**config.mk**
```make
export PLATFORM = sky130hd
export DESIGN_NAME = ifmap_loader
export DESIGN_NICKNAME = d
export VERILOG_FILES = /design/src/rtl/ifmap_loader.sv
export SDC_FILE = /design/constraint.sdc
export NUM_CORES = 1
export LEC_CHECK = 0
export BUFFER_PORTS_ARGS = -buffer_cell sky130_fd_sc_hd__buf_2
export CORE_UTILIZATION = 45
export CTS_CLUSTER_SIZE = 24
export DETAILED_ROUTE_END_ITERATION = 7
export PLACE_DENSITY_LB_ADDON = 0.05
export SYNTH_ARGS = -nofsm -noshare
export SYNTH_HDL_FRONTEND = slang
export SYNTH_HIERARCHICAL = 1
export SYNTH_SLANG_ARGS = --single-unit
```
**constraint.sdc**
```tcl
create_clock -name clk -period 2.5 [get_ports clk]
set_clock_uncertainty 0.1 [all_clocks]
set_input_delay 0 -clock clk [delete_from_list [all_inputs] [get_ports clk]]
set_output_delay 0 -clock clk [all_outputs]
set_load 0.01 [all_outputs]
```
**src/rtl/ifmap_loader.sv**
```systemverilog
// Pixel-stream to BRAM loader: packs four 8-bit pixels per 32-bit word and
// writes each full (or final zero-padded partial) word in the next cycle.

module ifmap_lane (
   input  logic       clk,
   input  logic       rst,
   input  logic       clr,
   input  logic       load,
   input  logic [7:0] data,
   output logic [7:0] q
);
   always_ff @(posedge clk or negedge rst) begin
      if (!rst)      q <= '0;
      else if (clr)  q <= '0;
      else if (load) q <= data;
   end
endmodule

module ifmap_loader #(
   parameter int unsigned NUM_PIX   = 1024,
   parameter logic [31:0] BASE_ADDR = 32'h0,
   parameter logic [31:0] ADDR_INC  = 32'd4
) (
   input  logic        clk,
   input  logic        rst,
   input  logic        start,
   output logic        done,
   input  logic        s_valid,
   output logic        s_ready,
   input  logic [7:0]  s_data,
   output logic [31:0] BRAM_IF_ADDR,
   output logic [3:0]  BRAM_IF_WE,
   output logic        BRAM_IF_EN,
   output logic [31:0] BRAM_IF_DIN
);
   localparam int          NUM_LANES = 4;
   localparam int          VEC_W     = 8;
   localparam logic [16:0] LAST_PIX  = 17'(NUM_PIX - 1);
   localparam logic [16:0] PIX_TOTAL = 17'(NUM_PIX);

   typedef enum logic [1:0] {IDLE, LOAD, WRITE, DONE} state_t;

   state_t                          state, state_nxt;
   logic [16:0]                     pix_cnt;
   logic [1:0]                      lane;
   logic [31:0]                     word_addr;
   logic [NUM_LANES-1:0][VEC_W-1:0] pack;
   logic                            accept, init, flush;

   assign accept = (state == LOAD) && s_valid;
   assign init   = start && ((state == IDLE) || (state == DONE));
   assign flush  = (state == WRITE);

   always_ff @(posedge clk or negedge rst) begin
      if (!rst) state <= IDLE;
      else      state <= state_nxt;
   end

   always_ff @(posedge clk or negedge rst) begin
      if (!rst) begin
         pix_cnt   <= '0;
         lane      <= '0;
         word_addr <= '0;
      end else if (init) begin
         pix_cnt   <= '0;
         lane      <= '0;
         word_addr <= BASE_ADDR;
      end else if (accept) begin
         pix_cnt   <= pix_cnt + 17'd1;
         lane      <= lane + 2'd1;
      end else if (flush) begin
         // address wraps naturally at 2^32
         word_addr <= word_addr + ADDR_INC;
         lane      <= '0;
      end
   end

   for (genvar i = 0; i < NUM_LANES; i++) begin : g_lane
      ifmap_lane u_lane (
         .clk  (clk),
         .rst  (rst),
         .clr  (init || flush),
         .load (accept && (lane == 2'(i))),
         .data (s_data),
         .q    (pack[i])
      );
   end

   always_comb begin
      state_nxt    = state;
      s_ready      = 1'b0;
      done         = 1'b0;
      BRAM_IF_EN   = 1'b0;
      BRAM_IF_WE   = 4'h0;
      BRAM_IF_ADDR = '0;
      BRAM_IF_DIN  = '0;
      case (state)
         IDLE: if (start) state_nxt = LOAD;
         LOAD: begin
            s_ready = 1'b1;
            if (accept && ((lane == 2'd3) || (pix_cnt == LAST_PIX))) state_nxt = WRITE;
         end
         WRITE: begin
            BRAM_IF_EN   = 1'b1;
            BRAM_IF_WE   = 4'hF;
            BRAM_IF_ADDR = word_addr;
            BRAM_IF_DIN  = pack;
            state_nxt    = (pix_cnt == PIX_TOTAL) ? DONE : LOAD;
         end
         DONE: begin
            done = 1'b1;
            if (start) state_nxt = LOAD;
         end
         default: state_nxt = IDLE;
      endcase
   end
endmodule

```
==> flow_metrics.tcl <==
set metrics [dict create \
    io_pins 83 \
    dp.cells 682 \
    drv_cap 0 \
    ant_nets 0 \
    antenna_found_initial 0 \
    drcViolationCount 0 \
    tns_ns 0 \
    core-area_mm2 0.00991 \
    dpl.hpwl_um 7270 \
    clk_pin_slew_ns 0.09 \
    arrival_ns 2.38 \
    fin_hold_ws_ns 0.0808 \
    seq_area_mm2 0.00208 \
    final_cells 709 \
    synth_sequential_area_ratio_pct 44.7 \
    outcome "completed" \
    layout_min_cycle_time_ns 2.25 \
    p_per_area_mw_per_mm2 701 \
    cts.sinks 83 \
    synth_cell_types 43 \
    clock_path_buffers 2 \
    setup_viol 0 \
    slew_violations 0 \
    yosysTopAreaCellShare_pct 44.7 \
    firstDrtPassIters 4 \
    synth.yosys.warnings 6 \
    gr-total-overflow 0 \
    endpoint_kind "register" \
    crit_type "reg -> reg" \
    synth-async-reset-ratio_pct 100 \
    vias 3735 \
    diodes 0 \
    root_buffer "clkbuf_8" \
    initial_core_util_pct 46.9 \
    vias_per_cell 5.27 \
    worst_pin_slew_ns 0.647 \
    wire_per_inst_um 15.1 \
    drt_iter0_drc 195 \
    netlist_instances 492 \
    place_congestion 0.805 \
    grt_pass1_wl_um 18500 \
    fin_nets 593 \
    mostFrequentLayoutCells "dfrtp_1, buf_2, and2_1" \
    port_buffers 80 \
    fp.dieH_um 104 \
    syn_area_per_cell_um2 9.44 \
    cp_max_fo 73 \
    cts_max_level 3 \
    crit_path_start_kind "register" \
    maxSlewHeadroom_pct 56.7 \
    max-vdd-ir-drop_mv 0.330 \
    first_global_vias 3652 \
    dieWidth_um 104 \
    nFillCells 931 \
    cts_tree "done" \
    dpl_cell_area_mm2 0.00511 \
    gr-usage-all-layers_pct 21.2 \
    syn_to_final_growth_pct 17.3 \
    grt_max_degree 74 \
    leakage_nw 2.56 \
    final_common_cell "dfrtp_1" \
    dieArea_mm2 0.0107 \
    hold_viol 0 \
    hp-class "in -> async" \
    rsz0062_at_grt "no" \
    syn-cell-area_mm2 0.00464 \
    synth_edf_count 0 \
    worstPathRequired_ns 2.63 \
    clkLatencyLatePin_ns 0.35 \
    synth-main-ff-cell "dfrtp_1" \
    cts_resized 0 \
    period_share_pct 90.1 \
    yosysTopAreaCell "dfrtp_1" \
    finalWirelength_um 10700 \
    rows 36 \
    multi_input_area_mm2 0.00235 \
    drive_above_1_share_pct 19.6 \
    synth_area_leaders "dfrtp_1, and2_1, mux2i_1" \
    ys_ff_latch 83 \
    max_freq_mhz 444 \
    cts_inserted_buffers 9 \
    fin_area_mm2 0.00545 \
]
-- synth_stat cells, types with 2 or more instances --
master     count
nand2_1       27
o21ai_0       11
and3_1        11
dfrtp_1       83
o2111ai_1      5
xnor2_1        8
nand3b_1       2
inv_1         10
nor2_1        57
and2_1        68
buf_2          3
mux2i_1       33
nor4_1         8
a21oi_1       27
a31oi_1        2
and4_1         6
o31a_1         2
a41o_1         2
nand3_1       12
buf_4          6
buf_6          4
nand2b_1       3
clkbuf_1      17
buf_1          5
nor3_1         3
o31ai_1       13
or3_1         10
nand4_1        9
xor2_1        10
or4_1         12
nor2b_1        2
ha_1          10
-- metrics by stage --
step | util, % | total power [mW] | setup slack [ns]
2_1_floorplan | - | 2.43 | 0.281
3_3_place_gp | 51.6 | 2.74 | 0.302
3_5_place_dp | 51.6 | 2.76 | 0.208
4_1_cts | 55.0 | 3.87 | 0.200
5_1_grt | 55.0 | 4.08 | 0.0160
6_report | 55.0 | 3.82 | 0.248
-- worst max-delay path, cell delays in order, from the launching register on --
cell and delay [ns]:
dfrtp_1 0.41, inv_1 0.09, ha_2 0.18, buf_4 0.46, a21bo_2 0.32, nor4_1 0.36, xnor2_1 0.17, nor2_1 0.06
-- final timing paths --
kind	from	slack, ns	end	depth (start not counted)
hold reg to reg	g_lane[3].u_lane/q[7]	0.42	g_lane[3].u_lane/q[7]	2
hold / removal	rst	0.08	word_addr[23]	2
setup reg to reg	state[0]	0.25	word_addr[9]	7
max in group asynchronous	rst	1.50	g_lane[2].u_lane/q[7]	3
setup / recovery	state[0]	0.25	word_addr[9]	7
min in group clk	s_data[4]	0.39	g_lane[0].u_lane/q[4]	4
-- sequential cells by signal (all words and copies together), names as in the netlist --
name / cells
g_lane.u_lane/q: 32
word_addr: 30
pix_cnt: 17
lane: 2
state: 2
-- kinds of logic after synthesis --
family | after synthesis | share of synthesized area, %
AOI/OAI and AO/OA | 70 | 10.1
xor gates and xnor gates | 18 | 3.40
adders and majority gates | 10 | 2.69
buffers and inverters | 45 | 4.85
DFF | 83 | 44.7
muxes | 33 | 7.11
other | 1 | 0.0808
and+or+nand+nor | 232 | 27.1
-- what timing repair did --
action | 4_1_cts | 5_1_grt
buffers inserted | 0 | 0
endpoints found under the hold margin | 76 | 0
hold buffers | 11 | 0
-- layout make-up --
cell class                 count  area share [%]
multi-input combinational    365            43.1
clock buffer                   9            2.27
clock inverter                 7            1.81
inverter                      10           0.689
sequential                    83            38.1
timing repair buffer         102            10.9
tap                          133            3.05
-- routing by layer --
layer	up-vias	GRT usage (%)	wire length, µm
met4	0	4.55	74
met5	-	0	0
met2	76	33.2	4980
li1	1858	-	-
met1	1793	30.5	5280
met3	8	3.84	367
-- where the power goes --
part / switching [mW] / internal, mW
registers: 0.0953 / 1.46
clock network: 0.519 / 0.570
logic: 0.774 / 0.399
Power figures use the tool's default switching activity.
